===== src/rtl/sync_alu_arbiter_if.sv =====
`default_nettype none
// =============================================================================
// Module   : sync_alu_arbiter_if
// Purpose  : Requester, ALU-side and response bundle for sync_alu_arbiter.
// Revision : 1.0
// =============================================================================
interface sync_alu_arbiter_if #(
    parameter int M = 32
);
    logic [1:0]          in_valid;
    logic [1:0][M-1:0]   in_A;
    logic [1:0][M-1:0]   in_B;
    logic [1:0][3:0]     in_op;
    logic [1:0]          on_ready;

    logic [M-1:0]        o_alu_A;
    logic [M-1:0]        o_alu_B;
    logic [3:0]          o_alu_op;
    logic [M-1:0]        i_alu_result;
    logic [3:0]          i_alu_status;

    logic                o_rsp_valid;
    logic                o_rsp_id;
    logic [M-1:0]        o_rsp_result;
    logic [3:0]          o_rsp_status;
    logic                i_rsp_ready;

    logic [7:0]          o_err_cnt;

    modport slave (
        input  in_valid, in_A, in_B, in_op, i_alu_result, i_alu_status, i_rsp_ready,
        output on_ready, o_alu_A, o_alu_B, o_alu_op,
        output o_rsp_valid, o_rsp_id, o_rsp_result, o_rsp_status, o_err_cnt
    );

    modport master (
        output in_valid, in_A, in_B, in_op, i_alu_result, i_alu_status, i_rsp_ready,
        input  on_ready, o_alu_A, o_alu_B, o_alu_op,
        input  o_rsp_valid, o_rsp_id, o_rsp_result, o_rsp_status, o_err_cnt
    );
endinterface
`default_nettype wire


===== src/rtl/sync_alu_arbiter.sv =====
`default_nettype none
// =============================================================================
// Module   : sync_alu_arbiter
// Purpose  : Round-robin arbiter sharing one external ALU between two
//            requesters; fixed IDLE/ISSUE/WAIT/RESP sequence per operation.
//            Define ALU_ARB_ERRCNT_EN to enable the error-response counter.
// Revision : 1.0
// =============================================================================
module sync_alu_arbiter #(
    parameter int M = 32
) (
    input  wire logic           clk,
    input  wire logic           i_reset,
    sync_alu_arbiter_if.slave   bus
);

    typedef enum logic [1:0] {
        IDLE  = 2'd0,
        ISSUE = 2'd1,
        WAIT  = 2'd2,
        RESP  = 2'd3
    } state_t;

    state_t         state_q;
    logic           last_q;
    logic           id_q;
    logic           rsp_valid_q;
    logic [M-1:0]   alu_a_q;
    logic [M-1:0]   alu_b_q;
    logic [3:0]     alu_op_q;
    logic [M-1:0]   rsp_result_q;
    logic [3:0]     rsp_status_q;

    logic           grant_vld_d;
    logic           grant_id_d;

    // Reset gates the grant so no ready strobe escapes while the FSM is held in IDLE.
    always_comb begin
        grant_vld_d = (state_q == IDLE) && !i_reset && (bus.in_valid != 2'b00);
        grant_id_d  = 1'b0;
        case (bus.in_valid)
            2'b01:   grant_id_d = 1'b0;
            2'b10:   grant_id_d = 1'b1;
            2'b11:   grant_id_d = ~last_q;
            default: grant_id_d = 1'b0;
        endcase
    end

    assign bus.on_ready = {grant_vld_d & grant_id_d, grant_vld_d & ~grant_id_d};

    always_ff @(posedge clk or posedge i_reset) begin
        if (i_reset) begin
            state_q      <= IDLE;
            last_q       <= 1'b1;
            id_q         <= 1'b0;
            rsp_valid_q  <= 1'b0;
            alu_a_q      <= '0;
            alu_b_q      <= '0;
            alu_op_q     <= '0;
            rsp_result_q <= '0;
            rsp_status_q <= '0;
        end else begin
            case (state_q)
                IDLE: begin
                    if (grant_vld_d) begin
                        alu_a_q  <= bus.in_A[grant_id_d];
                        alu_b_q  <= bus.in_B[grant_id_d];
                        alu_op_q <= bus.in_op[grant_id_d];
                        id_q     <= grant_id_d;
                        last_q   <= grant_id_d;
                        state_q  <= ISSUE;
                    end
                end
                ISSUE: begin
                    state_q <= WAIT;
                end
                WAIT: begin
                    rsp_result_q <= bus.i_alu_result;
                    rsp_status_q <= bus.i_alu_status;
                    rsp_valid_q  <= 1'b1;
                    state_q      <= RESP;
                end
                RESP: begin
                    if (bus.i_rsp_ready) begin
                        rsp_valid_q <= 1'b0;
                        state_q     <= IDLE;
                    end
                end
                default: state_q <= IDLE;
            endcase
        end
    end

    assign bus.o_alu_A      = alu_a_q;
    assign bus.o_alu_B      = alu_b_q;
    assign bus.o_alu_op     = alu_op_q;
    assign bus.o_rsp_valid  = rsp_valid_q;
    assign bus.o_rsp_id     = id_q;
    assign bus.o_rsp_result = rsp_result_q;
    assign bus.o_rsp_status = rsp_status_q;

`ifdef ALU_ARB_ERRCNT_EN
    logic [7:0] err_cnt_q;

    always_ff @(posedge clk or posedge i_reset) begin
        if (i_reset) begin
            err_cnt_q <= '0;
        end else if ((state_q == RESP) && bus.i_rsp_ready && rsp_status_q[3]
                     && (err_cnt_q != 8'hFF)) begin
            err_cnt_q <= err_cnt_q + 8'd1;
        end
    end

    assign bus.o_err_cnt = err_cnt_q;
`else
    assign bus.o_err_cnt = 8'h00;
`endif

endmodule
`default_nettype wire


===== src/flat_wrapper.sv =====
// flat-port wrapper written by rule: the top's interface ports become plain ports
module sync_alu_arbiter_flat 
#(
    parameter int M = 32
)
  (clk, i_reset, bus_in_valid, bus_in_A, bus_in_B, bus_in_op, bus_i_alu_result, bus_i_alu_status, bus_i_rsp_ready, bus_on_ready, bus_o_alu_A, bus_o_alu_B, bus_o_alu_op, bus_o_rsp_valid, bus_o_rsp_id, bus_o_rsp_result, bus_o_rsp_status, bus_o_err_cnt);
  sync_alu_arbiter_if #(.M(M)) bus_i ();
  input  wire logic clk;
  input  wire logic i_reset;
  input wire logic [$bits(bus_i.in_valid)-1:0] bus_in_valid;
  input wire logic [$bits(bus_i.in_A)-1:0] bus_in_A;
  input wire logic [$bits(bus_i.in_B)-1:0] bus_in_B;
  input wire logic [$bits(bus_i.in_op)-1:0] bus_in_op;
  input wire logic [$bits(bus_i.i_alu_result)-1:0] bus_i_alu_result;
  input wire logic [$bits(bus_i.i_alu_status)-1:0] bus_i_alu_status;
  input wire logic [$bits(bus_i.i_rsp_ready)-1:0] bus_i_rsp_ready;
  output wire logic [$bits(bus_i.on_ready)-1:0] bus_on_ready;
  output wire logic [$bits(bus_i.o_alu_A)-1:0] bus_o_alu_A;
  output wire logic [$bits(bus_i.o_alu_B)-1:0] bus_o_alu_B;
  output wire logic [$bits(bus_i.o_alu_op)-1:0] bus_o_alu_op;
  output wire logic [$bits(bus_i.o_rsp_valid)-1:0] bus_o_rsp_valid;
  output wire logic [$bits(bus_i.o_rsp_id)-1:0] bus_o_rsp_id;
  output wire logic [$bits(bus_i.o_rsp_result)-1:0] bus_o_rsp_result;
  output wire logic [$bits(bus_i.o_rsp_status)-1:0] bus_o_rsp_status;
  output wire logic [$bits(bus_i.o_err_cnt)-1:0] bus_o_err_cnt;
  assign bus_i.in_valid = bus_in_valid;
  assign bus_i.in_A = bus_in_A;
  assign bus_i.in_B = bus_in_B;
  assign bus_i.in_op = bus_in_op;
  assign bus_i.i_alu_result = bus_i_alu_result;
  assign bus_i.i_alu_status = bus_i_alu_status;
  assign bus_i.i_rsp_ready = bus_i_rsp_ready;
  assign bus_on_ready = bus_i.on_ready;
  assign bus_o_alu_A = bus_i.o_alu_A;
  assign bus_o_alu_B = bus_i.o_alu_B;
  assign bus_o_alu_op = bus_i.o_alu_op;
  assign bus_o_rsp_valid = bus_i.o_rsp_valid;
  assign bus_o_rsp_id = bus_i.o_rsp_id;
  assign bus_o_rsp_result = bus_i.o_rsp_result;
  assign bus_o_rsp_status = bus_i.o_rsp_status;
  assign bus_o_err_cnt = bus_i.o_err_cnt;
  sync_alu_arbiter #(.M(M)) u_core (.clk(clk), .i_reset(i_reset), .bus(bus_i));
endmodule

===== config.mk =====
export PLATFORM = sky130hd
export DESIGN_NAME = sync_alu_arbiter_flat
export DESIGN_NICKNAME = d
export VERILOG_FILES = /design/src/rtl/sync_alu_arbiter_if.sv /design/src/rtl/sync_alu_arbiter.sv /design/src/flat_wrapper.sv
export SDC_FILE = /design/constraint.sdc
export NUM_CORES = 1
export LEC_CHECK = 0
export CAP_MARGIN = 0
export CORE_AREA = 2 2 112 114
export CTS_BUF_LIST = sky130_fd_sc_hd__clkbuf_16
export DETAILED_ROUTE_END_ITERATION = 10
export DIE_AREA = 0 0 114 116
export PLACE_DENSITY_LB_ADDON = 0.08
export SETUP_SLACK_MARGIN = 0.05
export SLEW_MARGIN = 25
export SYNTH_ARGS = -nofsm -noshare
export SYNTH_HDL_FRONTEND = slang
export SYNTH_SLANG_ARGS = --single-unit

===== constraint.sdc =====
create_clock -name clk -period 9.3 [get_ports clk]
set_input_delay 1.86 -clock clk [delete_from_list [all_inputs] [get_ports clk]]
set_output_delay 1.86 -clock clk [all_outputs]
set_load 0.01 [all_outputs]

# Word level (Yosys, flattened, before mapping)
# Index checks and enable logic that the tools add are counted.
# W data, S select, Z words.
totals:
  inputBits: 177
  register_bits: 109
  word_cells: 42
  out_inout_bits: 116
op_classes:
  n_reduce_logical: 9
  n_mux: 12
  eq_ne: 7
  bitwise_logic: 4
  n_lt_le_gt_ge: 1
op_table:
  columns: ["cell", "n"]
  rows:
  - ["$mux W32", 4]
  - ["$eq A2 B2 Y1 const B", 4]
  - ["$mux W4", 2]
  - ["$pmux W2 S4", 1]
  - ["$reduce_and A2 Y1", 3]
  - ["$mux W2", 2]
  - ["$pmux W1 S2", 2]
  - ["$reduce_bool A2 Y1", 2]
  - ["$and A1 B1 Y1", 2]
  - ["$eq A2 B1 Y1 const B", 1]
  - ["$logic_and A1 B1 Y1", 2]
  - ["$logic_not A2 Y1", 1]
  - ["$lt A1 B2 Y1 const B", 1]
  - ["$ne A2 B1 Y1 const B", 1]
  - ["$ne A2 B2 Y1 const B", 1]
  - ["$not A1 Y1", 2]
  - ["$logic_not A1 Y1", 1]
  - ["$mux W1", 1]

# Logic depth before layout (Yosys ltp)
depth:
  word_depth: 5
  ltp_mapped: 9
  mapped_depth_nobuf: 5

# Worst setup path after synthesis
# OpenSTA, ideal clock, no wires.
synth_timing:
  kind: "input to output"
  start: "input i_reset"
  end: "output bus_on_ready[1]"
  slack_ns: 4.866
  n_path_buf: 3
  t_arrival_ns: 2.574
  path_stages: 5
  required_time_ns: 7.440
  cell_sequence: "nor2b_1 -> buf_6 -> and3_1 -> buf_2 -> buf_2"
synth_via:
  elab_chain_len: 4
synth_rtl:
  columns: ["item", "line_no", "source"]
  rows:
  - ["start: declaration", "flat_wrapper.sv:9", "input wire logic i_reset;"]
  - ["$logic_not A1 Y1", "sync_alu_arbiter.sv:39", "grant_vld_d = (state_q == IDLE) && !i_reset && (bus.in_valid != 2'b00);"]
  - ["$logic_and A1 B1 Y1 (2 in a row)", "sync_alu_arbiter.sv:39", null]
  - ["$and A1 B1 Y1", "sync_alu_arbiter.sv:49", "assign bus.on_ready = {grant_vld_d & grant_id_d, grant_vld_d & ~grant_id_d};"]
  - ["end: declaration", "flat_wrapper.sv:17", "output wire logic [$bits(bus_i.on_ready)-1:0] bus_on_ready;"]
# No other way between the ends.

# Worst setup path in the final report
layout_timing:
  start: "input i_reset"
  end: "output bus_on_ready[0]"
# The elaborated chain is that of the path after synthesis.

==> impl_results.md <==
- Data arrival, critical path: 4.68 ns
- Diode count: 0
- Die height: between 100 and 150 microns
- Via/cell ratio: roughly 5.3
- Commonest non-fill, non-tap cell in the layout: clkdlybuf4s50_1
- # clock sinks: ~110
- Initial Util: 39.8%
- Cell Rows: 40
- Min cycle time layout: ~6.5 ns
- Crit Path Max Fanout: slightly above 70
- Core ar.: 11900 sq um
- Die span in x: between 100 and 150 microns
- Critical path startpoint category: primary input
- Slowest CP cell: and3_4
- P_sw: between 700 and 800 uW
- Final setup vio count: 0
- H-tree Lvls: 3
- Post-synth top area share: between 50% and 60%
- Synthesis-to-finish area growth: 66.1%
- Fin nets: 791
- Max cap viols: 0
- Final period util: ~70%
- FF-to-FF setup slack: between 6 and 7 ns
- CTS Hold Bufs: 0
- Sequential power share: a little over a third
- Final HPWL DP: between 10000 and 15000 microns
- WP data required: approximately 7.4 ns
- Comb pwr share: 49.3%
- CTS root buf: clkbuf_16
- Final Max Slew Viols: 0
- Synth warnings: 0
- Share of layout cells above drive strength 1: under 10%
- Sequential area share after synthesis: between 50 and 60%
- Initial antenna violation count: 0
- GRT Total Usage: 22.2%
- Outcome: complete, no violations
- CTS tree: yes
- Final Non-Filler Cells: ~760
- ANT nets after route: 0
- Fillers: about 940
- Net switching share of the total power: 30.9%
- Setup TNS Final: 0 ns
- Area contributors post-synth: dfrtp_1 (57%), a221o_1 (14%), a21boi_0 (11%)
- Pin count of the biggest net entering global routing: 76
- CP max stage delay: between 0.8 and 0.9 ns
- Die footprint: about 13000 sq um
- Critical path cell sequence: clkdlybuf4s50_1 -> nor2b_4 -> buf_4 -> and3_4 -> clkdlybuf4s50_1
- DRC: 0
- Synth Area per Inst: 13.6 sq um
- Fmax: ~150 MHz
- Total power: ~2.3 mW
- Post-synthesis cell count: between 300 and 400
- Leak pwr: ~3.2 nW
- IO Port Bufs: between 200 and 300
- Internal power: 1.62 mW
- Vias: just over 4000
- Hold Path Class: flip-flop to flip-flop
- Clock share of power: 15.7%
- IO Count: about 290
- GRT overflow: 0
- Slew margin rel.: a little under half
- Final Cell Area: about 8000 sq um
- First-pass GRT wire length: between 20000 and 25000 microns
- Post-CTS Setup Bufs: 0
- Vias in the first global route: between 4000 and 5000
- Most used cell along the critical path: clkdlybuf4s50_1
- PwrDens: 298 nW/um^2
- GPL Wtd Cong: between 0.7 and 0.8
- Routed length per instance: between 15 and 20 microns
- Worst-Skew Late Latency: ~0.34 ns
- Cts repair resizes: 0
- Worst-path clk slew: 0.07 ns
- WS Path Type: primary input to output pin
- Routed WL: 14900 microns
- Bufs on Longest Clock Path: 2
- CP Capture Type: output pin
- Worst vdd ir: ~160 uV
- DRT iter0 DRCs: ~230
- Post-Place Cells: 747
- Clock skew: roughly 0.0057 ns
- Library cells used by synthesis: 26
- TritonRoute pass-1 iters: 4
- Post-Syn Area: approximately 4700 sq um
- Most frequent cells in the layout: clkdlybuf4s50_1 (284), dfrtp_1 (108), a21boi_0 (68), a221o_1 (68), mux2_2 (37)
- Worst-margin pin slew: between 0.8 and 0.9 ns
- Number of synthesized register bits: between 100 and 150
- RSZ-0062 raised after global routing: false
- Hold Vio Cnt, Final: 0
- CTS buffer count: 9
- Placed cell area: 7590 sq um
- Leading area contributor after synthesis: dfrtp_1
## cell usage after synthesis (all sizes together)
library cell and n:
a21boi 68, a21o 2, a21oi 1, a221o 68
and3 2, buf 30, clkbuf 14, conb 1
dfrtp 108, dfstp 1, ha 3, inv 4
mux2 37, nand2 2, nand2b 1, nor2 1
nor2b 2, o21bai 1, o22ai 1, o32a 1
or2 1
## path summary, 6_finish.rpt
check,depth (start not counted),start,to
worst max-delay path,5,i_reset,bus_on_ready[0]
worst min-delay path,1,u_core.bus.o_rsp_id,u_core.bus.o_rsp_id
worst max register to register,7,u_core.state_q[0],u_core.bus.o_alu_B[0]
worst min register to register,1,u_core.bus.o_rsp_id,u_core.bus.o_rsp_id
max in group asynchronous,3,i_reset,u_core.bus.o_alu_B[14]
min in group asynchronous,2,i_reset,u_core.bus.o_rsp_result[19]
## area by class of cell
cell class | instances | area [sq um] | area share [%]
Timing Repair Buffer | 288 | 2880 | 36.5
Clock buffer | 9 | 225 | 2.86
Tap cell | 147 | 184 | 2.34
Multi-Input combinational cell | 199 | 1780 | 22.7
Inverter | 4 | 17.5 | 0.223
Sequential cell | 109 | 2730 | 34.7
Clock inverter | 7 | 56.3 | 0.715
## stage by stage
stage | worst slack (ns) | utilization (%) | hold slack, ns
final | 2.76 | 66.1 | 0.483
after global routing | 2.62 | 66.1 | 0.495
after CTS | 2.79 | 66.1 | 0.485
after detailed placement | 2.80 | 63.7 | 0.471
after global placement | 2.82 | 63.7 | 0.461
after floorplan | 4.57 | - | 0.498
## power groups by stage
stage	Sequential [mW]	Clock, mW	Combinational (mW)
finish	0.820	0.370	1.16
global route	0.850	0.396	1.23
CTS	0.820	0.382	1.17
detailed placement	0.824	0	1.16
global placement	0.816	0	1.15
floorplan	0.920	0	0.447
## flip-flops by register name (all words and copies together) (netlist names)
name / cells
u_core.last_q: 1
u_core.bus.o_rsp_status: 4
u_core.bus.o_alu_B: 32
u_core.bus.o_alu_op: 4
u_core.state_q: 2
u_core.bus.o_rsp_id: 1
u_core.bus.o_rsp_result: 32
u_core.bus.o_alu_A: 32
u_core.bus.o_rsp_valid: 1
## critical path: cells and delay by family
kind,cells,cell delay (ns)
simple gates,2,0.97
buf+inv,3,1.77
## cell families (layout without fill, tap and decap cells)
family / Yosys count / after routing / share of synthesized area [%]
AOI/OAI and AO/OA: 142 / 142 / 26.1
adders and majority gates: 3 / 3 / 0.792
buffers and inverters: 48 / 308 / 5.57
DFF: 109 / 109 / 57.6
muxes: 37 / 37 / 8.79
other: 1 / 8 / 0.0791
and+or+nand+nor: 9 / 9 / 1.14
## metal layers
metal	up-vias	wire [microns]	track usage, %
li1	1855	-	-
met1	1980	6020	27.5
met2	198	7310	37.5
met3	22	1190	5.60
met4	0	389	8.70
met5	-	0	0
Note: power is estimated with default switching activity, not from simulation.
==> RTL edit (same flow settings) <==
`M` is set to 32 in 3 places; all go to 16.
--- a/src/rtl/sync_alu_arbiter_if.sv
+++ b/src/rtl/sync_alu_arbiter_if.sv
@@ -7,3 +7,3 @@
 interface sync_alu_arbiter_if #(
-    parameter int M = 32
+    parameter int M = 16
 );
--- a/src/rtl/sync_alu_arbiter.sv
+++ b/src/rtl/sync_alu_arbiter.sv
@@ -9,3 +9,3 @@
 module sync_alu_arbiter #(
-    parameter int M = 32
+    parameter int M = 16
 ) (
--- a/src/flat_wrapper.sv
+++ b/src/flat_wrapper.sv
@@ -3,3 +3,3 @@
 #(
-    parameter int M = 32
+    parameter int M = 16
 )
Interface: changed (6 resized); port bits go from 293 to 165. No check against the original RTL was run, so the function may have changed too.
==> RTL edit against the unedited design <==
Area after synthesis shrank 42%. Via count shrank 44%. Die area unchanged. Design area decreased by 41%. Sequential cell count shrank 48. Power shrank 40%. Wire length is 45% lower. Worst setup slack gained 0.36 ns. Largest cell class unchanged. Largest power group unchanged.
==> RTL edit: results (changes against the unedited design) <==
run status finished clean; top post-synthesis cells by area dfrtp_1, a221o_1, a21boi_0; Adder-Cell Fraction of Synth Area 1.372% (+0.58 points); mean instance size in the synthesized netlist 13.48 µm² (-0.74%); data arrival time of the critical path 4.32 ns (-0.36 ns); global-route wire length before repair 12.38 mm (-46%); number of violations reported at the end of detailed-routing iteration 0 90 (-61%); Slew Limit Headroom 45.24% (-0.68 points); GRT Overall Usage 12.18% (-10 points); number of fillers in the final layout 1,179 (+25%); DR vias/cell 4.492 (-15%); portion of netlist area occupied by mux cells 8.642% (-0.15 points); CTS clk-pin slew, worst paths 0.05 ns (-0.02 ns); power drawn by the combinational cells 0.000645 W (-44%); detailed-routing wirelength on met1 3.419 mm (-43%); via count of the first global-routing pass 2,327 (-44%); final std cells w/o fill 504 (-34%); met3 wire length 556 µm (-53%); maximum number of pins on one net before global-route repair 40 (-47%); met3 usage in global routing 4.184% (-1.4 points); Routed WL per cell 16.36 µm (-16%); buffers inserted during post-CTS setup optimization 0 (unchanged); Clk Latency, worst-skew pair 0.32 ns (-0.02 ns); share of the synthesized netlist area taken by xor and xnor gates 0% (unchanged); post-synthesis cell type count 23 (-12%); share of the synthesized area in compound gates (AO/OA/AOI/OAI) 24.78% (-1.3 points); maximum VDD drop 0.09093 mV (-44%); length of routed met2 wiring 4.187 mm (-43%); total of buffers placed on input and output ports 156 (-45%); met1 usage 14.45% (-13 points); Post-synth top cells dfrtp_1, a21boi_0, a221o_1; Final nets 452 (-43%); share of final-layout standard cells stronger than drive strength 1 12.04% (+2.3 points); final setup skew 0.007266 ns (+0.001536 ns); Net Sw Frac 30.64% (-0.22 points); Global Route met2 Usage 20.95% (-17 points); sequential element share of the synthesized area 55.83% (-1.7 points); Bufs on Longest Clock Path 2 (unchanged); total placed cells including tap cells 488 (-35%); standby leakage power 1.867 nW (-42%); Max Fanout on Critical Path 39 (-45%); Post-Route Setup TNS 0 ns (unchanged); half-perimeter wire length of the detailed placement result 5.571 mm (-46%); fraction of power consumed by sequential logic 32.6% (-2.3 points); Final Wtd Congestion 0.6918 (-8.1%)
-- RTL edit: changes by cell type in the layout (fill, tap and decap cells not counted), sizes merged --
cell           before  now
a21boi             68   36
a21oi               1    3
a221o              68   36
buf                 4    1
bufinv              1    0
clkdlybuf4s50     284  156
clkinv              6    3
clkinvlp            0    4
dfrtp             108   60
mux2               37   21
nor2                1    0
o22ai               1    0
-- RTL edit: layout make-up --
cell class	instances	area share (%)
tap	147	3.989
inverter	4	0.3256
multi-input combinational	119	22.71
timing repair buffer	157	34.03
sequential	61	33.13
clock buffer	9	4.885
clock inverter	7	0.9227
-- RTL edit: path summary, 6_finish.rpt --
kind	start	endpoint	slack, ns	depth (start not counted)
min in group asynchronous	i_reset	u_core.bus.o_rsp_valid	2.12	2
hold / removal	u_core.bus.o_rsp_id	u_core.bus.o_rsp_id	0.48	1
max in group asynchronous	i_reset	u_core.bus.o_rsp_result[0]	6.33	3
hold reg to reg	u_core.bus.o_rsp_id	u_core.bus.o_rsp_id	0.48	1
setup reg to reg	u_core.state_q[0]	u_core.bus.o_alu_B[0]	6.95	5
setup / recovery	i_reset	bus_on_ready[1]	3.12	4
-- RTL edit: stage by stage --
step	cell area, µm²	total power, W	util, %	setup slack, ns
floorplan	2763	0.0007794	-	4.927
global route	4611	0.001492	38.71	2.969
global placement	4340	0.001111	36.44	3.101
finish	4611	0.001404	38.71	3.123
CTS	4608	0.001429	38.69	3.102
detailed placement	4340	0.001115	36.44	3.127
-- RTL edit: critical path, cell delays in order --
cell	delay, ns
clkdlybuf4s50_1	0.48
nor2b_4	0.68
and3_4	0.62
clkdlybuf4s50_1	0.63
-- RTL edit: logic make-up after synthesis --
kind of cell | count (synthesis)
adders and majority gates | 3
other | 1
and+or+nand+nor | 8
buffers and inverters | 30
muxes | 21
AOI/OAI and AO/OA | 79
DFF | 61
